$ cat config.mk
export PLATFORM = sky130hd
export DESIGN_NAME = branch_resolve_queue
export DESIGN_NICKNAME = d
export VERILOG_FILES = /design/src/rtl/branch_resolve_queue.sv
export SDC_FILE = /design/constraint.sdc
export NUM_CORES = 1
export LEC_CHECK = 0
export CAP_MARGIN = 20
export CORE_MARGIN = 3
export CORE_UTILIZATION = 40
export CTS_BUF_LIST = sky130_fd_sc_hd__clkbuf_8
export CTS_CLUSTER_SIZE = 14
export DETAILED_ROUTE_END_ITERATION = 8
export GPL_TIMING_DRIVEN = 0
export HOLD_SLACK_MARGIN = 0.02
export PLACE_DENSITY = 0.71
export SYNTH_ARGS = -nofsm -noshare
export SYNTH_HDL_FRONTEND = slang
export SYNTH_SLANG_ARGS = --single-unit
export TNS_END_PERCENT = 5
$ cat constraint.sdc
create_clock -name clk -period 12.4 [get_ports clk]
set_input_delay 2.48 -clock clk [delete_from_list [all_inputs] [get_ports clk]]
set_output_delay 2.48 -clock clk [all_outputs]
set_load 0.1 [all_outputs]
$ cat src/rtl/branch_resolve_queue.sv
// In-order queue of fetch-time branch predictions. On EX resolution it trains
// the predictor tables, flags mispredicts, and drains wrong-path fetches.
module branch_resolve_queue #(
  parameter int DEPTH       = 4,
  parameter int IDX_W       = 5,
  parameter int RECOVER_CYC = 2
) (
  input  logic                   clk,
  input  logic                   Reset,
  input  logic                   push,
  input  logic                   push_pred_taken,
  input  logic [31:0]            push_pred_addr,
  input  logic [31:0]            push_fallthru,
  input  logic [IDX_W-1:0]       push_GHPT_index,
  input  logic [IDX_W-1:0]       push_GHR,
  input  logic [IDX_W-1:0]       push_BTB_index,
  input  logic                   resolve,
  input  logic                   actual_taken,
  input  logic [31:0]            actual_target,
  output logic                   full,
  output logic                   empty,
  output logic [$clog2(DEPTH):0] count,
  output logic                   mispredict,
  output logic [31:0]            redirect_PC,
  output logic                   update_valid,
  output logic                   update_taken,
  output logic [IDX_W-1:0]       update_GHPT_index,
  output logic [IDX_W-1:0]       update_GHR,
  output logic [IDX_W-1:0]       update_BTB_index,
  output logic [31:0]            update_target,
  output logic [IDX_W-1:0]       restore_GHR,
  output logic                   recovering,
  output logic                   overflow,
  output logic                   underflow,
  output logic [15:0]            branch_count,
  output logic [15:0]            mispredict_count
);
  localparam int PW = $clog2(DEPTH);
  localparam int CW = PW + 1;
  localparam int RW = (RECOVER_CYC > 1) ? $clog2(RECOVER_CYC) : 1;

  typedef struct packed {
    logic             pred_taken;
    logic [31:0]      pred_addr;
    logic [31:0]      fallthru;
    logic [IDX_W-1:0] ghpt_idx;
    logic [IDX_W-1:0] ghr;
    logic [IDX_W-1:0] btb_idx;
  } entry_t;

  typedef enum logic {NORMAL, RECOVER} state_t;

  state_t          state, state_nxt;
  logic [RW-1:0]   rec_cnt, rec_nxt;
  logic [PW-1:0]   rd_ptr, wr_ptr;
  entry_t          mem [DEPTH];
  entry_t          head, new_ent;
  logic            do_pop, do_push, mis;

  assign full       = (count == CW'(DEPTH));
  assign empty      = (count == '0);
  assign recovering = (state == RECOVER);
  assign head       = mem[rd_ptr];
  assign new_ent    = '{push_pred_taken, push_pred_addr, push_fallthru,
                        push_GHPT_index, push_GHR, push_BTB_index};

  // A taken branch with the right direction but a stale BTB target still redirects.
  assign do_pop  = resolve && !empty;
  assign mis     = do_pop && ((head.pred_taken != actual_taken) ||
                              (actual_taken && head.pred_addr != actual_target));
  assign do_push = push && (state == NORMAL) && (!full || do_pop) && !mis;

  always_comb begin
    state_nxt = state;
    rec_nxt   = rec_cnt;
    if (mis) begin
      state_nxt = RECOVER;
      rec_nxt   = RW'(RECOVER_CYC - 1);
    end else if (state == RECOVER) begin
      if (rec_cnt == '0) state_nxt = NORMAL;
      else               rec_nxt   = rec_cnt - RW'(1);
    end
  end

  always_ff @(posedge clk) begin
    if (do_push) mem[wr_ptr] <= new_ent;
  end

  always_ff @(posedge clk or negedge Reset) begin
    if (!Reset) begin
      state <= NORMAL;
      rec_cnt <= '0;
    end else begin
      state <= state_nxt;
      rec_cnt <= rec_nxt;
    end
  end

  always_ff @(posedge clk or negedge Reset) begin
    if (!Reset) begin
      rd_ptr            <= '0;
      wr_ptr            <= '0;
      count             <= '0;
      mispredict        <= 1'b0;
      redirect_PC       <= '0;
      update_valid      <= 1'b0;
      update_taken      <= 1'b0;
      update_GHPT_index <= '0;
      update_GHR        <= '0;
      update_BTB_index  <= '0;
      update_target     <= '0;
      restore_GHR       <= '0;
      overflow          <= 1'b0;
      underflow         <= 1'b0;
      branch_count      <= '0;
      mispredict_count  <= '0;
    end else begin
      update_valid <= do_pop;
      mispredict   <= mis;
      if (mis) begin
        // Everything behind the head was fetched down the wrong path.
        rd_ptr <= '0;
        wr_ptr <= '0;
        count  <= '0;
      end else begin
        if (do_pop)  rd_ptr <= rd_ptr + PW'(1);
        if (do_push) wr_ptr <= wr_ptr + PW'(1);
        unique case ({do_push, do_pop})
          2'b10:   count <= count + CW'(1);
          2'b01:   count <= count - CW'(1);
          default: ;
        endcase
      end
      if (do_pop) begin
        update_taken      <= actual_taken;
        update_GHPT_index <= head.ghpt_idx;
        update_GHR        <= head.ghr;
        update_BTB_index  <= head.btb_idx;
        update_target     <= actual_target;
        if (branch_count != 16'hFFFF) branch_count <= branch_count + 16'd1;
      end
      if (mis) begin
        redirect_PC <= actual_taken ? actual_target : head.fallthru;
        restore_GHR <= {head.ghr[IDX_W-2:0], actual_taken};
        if (mispredict_count != 16'hFFFF) mispredict_count <= mispredict_count + 16'd1;
      end
      if (push && state == NORMAL && full && !do_pop) overflow <= 1'b1;
      if (resolve && empty) underflow <= 1'b1;
    end
  end

endmodule

==> flow_summary.json <==
{
  "final_cells": 1979,
  "die_w_um": 216.1,
  "wirelength_mm": 43.36,
  "grt_pass1_wl_mm": 65.09,
  "wl_met3_mm": 2.771,
  "fin_util_pct": 51.84,
  "min_period_over_period_pct": 46.23,
  "vias": 9973,
  "synth_seq_area_share_pct": 72.83,
  "synth_edf_count": 320,
  "outcome": "complete, no violations",
  "overflow": 0,
  "yosysUniqueCellTypes": 42,
  "finalCriticalPeriod_ps": 5732,
  "htreeDepth": 3,
  "ys.warnings.count": 0,
  "die_area_mm2": 0.04671,
  "endpoint_kind": "register",
  "synthAdderAreaFrac_pct": 0.5384,
  "seq_area_mm2": 0.01286,
  "cts_buffers": 76,
  "cts_root_buf": "clkbuf_8",
  "antenna_left": 0,
  "setup_slack_ps": 6668,
  "multi_input_area_mm2": 0.004572,
  "avgSynthCellArea_um2": 17.57,
  "drt-met1-wl_mm": 18.63,
  "cellPowerDensity_mw_per_mm2": 277.1,
  "cp-start-kind": "input pin",
  "grtUsageTotal_pct": 18.65,
  "start_util_pct": 40.73,
  "routed.top_layer": "met5",
  "synth_nets": 1129,
  "clock-sinks": 450,
  "ys_ff_latch": 450,
  "finClkSkew_ps": 40.33,
  "clock_path_buffers": 3,
  "drt_iter0_markers": 770,
  "max-slew-margin-rel_pct": 28.03,
  "cts_tree": "done",
  "hold_ws_ps": 462.3,
  "area_growth_pct": 27.28,
  "clock.fmax_mhz": 174.4,
  "hold_viol": 0,
  "timing.setup.tns_ps": 0,
  "gp_congestion": 0.8010,
  "setup_viol": 0,
  "synthFlopType": "edfxtp_1",
  "n_fill_cell": 3622,
  "cts_resized": 0,
  "clk_latency_ps": 620,
  "core_area_mm2": 0.04336,
  "layout.nets": 1455,
  "arrival_ps": 6010,
  "netlist_instances": 1005,
  "clk_pin_slew_ps": 60,
  "drcViolationCount": 0,
  "wire_per_inst_um": 21.91,
  "dp_worst_setup_slack_ps": 5992,
  "rsz0062_at_grt": "no",
  "synth_area_mm2": 0.01766,
  "synth.area.mux_share_pct": 15.06,
  "critPathKind": "input pin to register",
  "port_buffers": 242,
  "final_cell_mix": "edfxtp_1 (320), clkdlybuf4s50_1 (241), nand2_1 (165)",
  "die-height_um": 216.1,
  "grt_antenna_before_repair": 4,
  "synth_compound_gate_area_share_pct": 0.7439,
  "cap_viol_max_count": 0,
  "grt_max_degree": 82,
  "post_cts_buffers": 0,
  "rows": 76,
  "synth_xor_area_share_pct": 3.174,
  "cellLeakagePower_uw": 0.008170,
  "synth-simple-area-share_pct": 6.256,
  "ir_drop_mv": 0.2566,
  "post-dp-hpwl_mm": 28.59,
  "path_max_fanout": 46,
  "async_flop_share_pct": 28.89,
  "place_inst": 1837,
  "layout_commonest_cell": "edfxtp_1",
  "worstHoldPathType": "register to register",
  "grt_pass1_vias": 10530,
  "drive_above_1_share_pct": 19.45,
  "routed-wl-met2_mm": 21.18,
  "pin_count": 244,
  "viasPerCell": 5.039,
  "drtPass1Iterations": 5,
  "tightest_slew_ps": 1076,
  "hold_buffers": 0,
  "required_ps": 12680,
  "final_max_slew_viol_count": 0,
  "synth_top_family_by_area": "multiplexers"
}
layer usage:
layer  vias up  global-route usage (%)
met5         -                       0
met4         6                   5.340
met3        64                   4.529
met2       318                   30.69
met1      5100                   24.95
li1       4485                       -
registers in the layout (all words and copies together) (netlist names), 2 cells and up:
name / cells
rd_ptr: 2
mem: 320
update_GHPT_index: 5
mispredict_count: 16
count: 3
restore_GHR: 5
update_BTB_index: 5
wr_ptr: 2
update_target: 32
redirect_PC: 32
branch_count: 16
update_GHR: 5
synth_stat cells (2+ instances only):
master | instances | area share [%]
mux4_2 | 76 | 9.7
ha_1 | 6 | 0.43
dfrtp_1 | 130 | 18
buf_6 | 4 | 0.26
xnor2_1 | 42 | 2.1
mux2i_1 | 10 | 0.57
a21oi_1 | 3 | 0.085
and3_1 | 9 | 0.32
inv_1 | 8 | 0.17
xor2_1 | 22 | 1.1
clkbuf_1 | 16 | 0.34
nand4_1 | 12 | 0.43
edfxtp_1 | 320 | 54
a21o_1 | 2 | 0.085
nand2_1 | 165 | 3.5
mux2_4 | 10 | 0.85
buf_2 | 5 | 0.14
buf_1 | 17 | 0.36
and4_1 | 2 | 0.099
o21ai_0 | 3 | 0.085
nand2b_1 | 3 | 0.11
nor4_1 | 11 | 0.39
nor2_1 | 13 | 0.28
a211oi_1 | 2 | 0.085
and2_1 | 2 | 0.071
mux2_2 | 62 | 4.0
nor3_1 | 11 | 0.31
o22ai_1 | 2 | 0.071
inv_2 | 2 | 0.043
nand3_1 | 20 | 0.57
a31oi_1 | 2 | 0.071
or3_1 | 2 | 0.071
buf_4 | 2 | 0.085
power by group:
| group | total, µW | switching (µW) | internal, µW |
|---|---|---|---|
| Sequential | 2120 | 153 | 1960 |
| Clock | 1270 | 583 | 691 |
| Combinational | 2840 | 1990 | 844 |
cell type report:
class	instances	share of cell area, %
well taps	585	3.256
diodes	1	0.01113
inverters	10	0.1670
plain buffers	44	0.9296
flip-flops and latches	450	57.22
repair buffers	248	11.46
multi-input cells	501	20.34
clock inverters	52	1.225
clock buffers	88	5.388
final timing paths:
kind                                           endpoint  slack, ps                  start  cells after the start
hold reg to reg                   underflow$_DFFE_PN0P_        460  underflow$_DFFE_PN0P_                      1
hold / removal                    underflow$_DFFE_PN0P_        460  underflow$_DFFE_PN0P_                      1
setup reg to reg                   mem[3][35]$_DFFE_PP_       8070  rd_ptr[1]$_DFFE_PN0P_                      9
setup / recovery                   mem[3][35]$_DFFE_PP_       6670      actual_target[21]                     10
min in group asynchronous    restore_GHR[4]$_DFFE_PN0P_       1830                  Reset                      1
max in group asynchronous  update_target[4]$_DFFE_PN0P_       9740                  Reset                      2
stage by stage:
step	area [µm²]	total power [µW]
CTS	22460	6308
detailed placement	20970	5010
global route	22480	6513
global placement	20820	4982
floorplan	17660	4232
finish	22480	6228
cells by family after synthesis:
logic type	count (synthesis)
buffers and inverters	54
muxes	158
adders and majority gates	7
xor gates and xnor gates	64
and+or+nand+nor	253
DFF	450
AOI/OAI and AO/OA	19
critical path, stage by stage:
cell and delay [ps]:
clkdlybuf4s50_1 630, xnor2_1 240, nor4_1 200, a21oi_1 80, a2111oi_0 540, a41o_1 440, or2_1 150, buf_4 150
and3_4 750, buf_16 300
No activity file was read; power rests on OpenSTA's default activity.
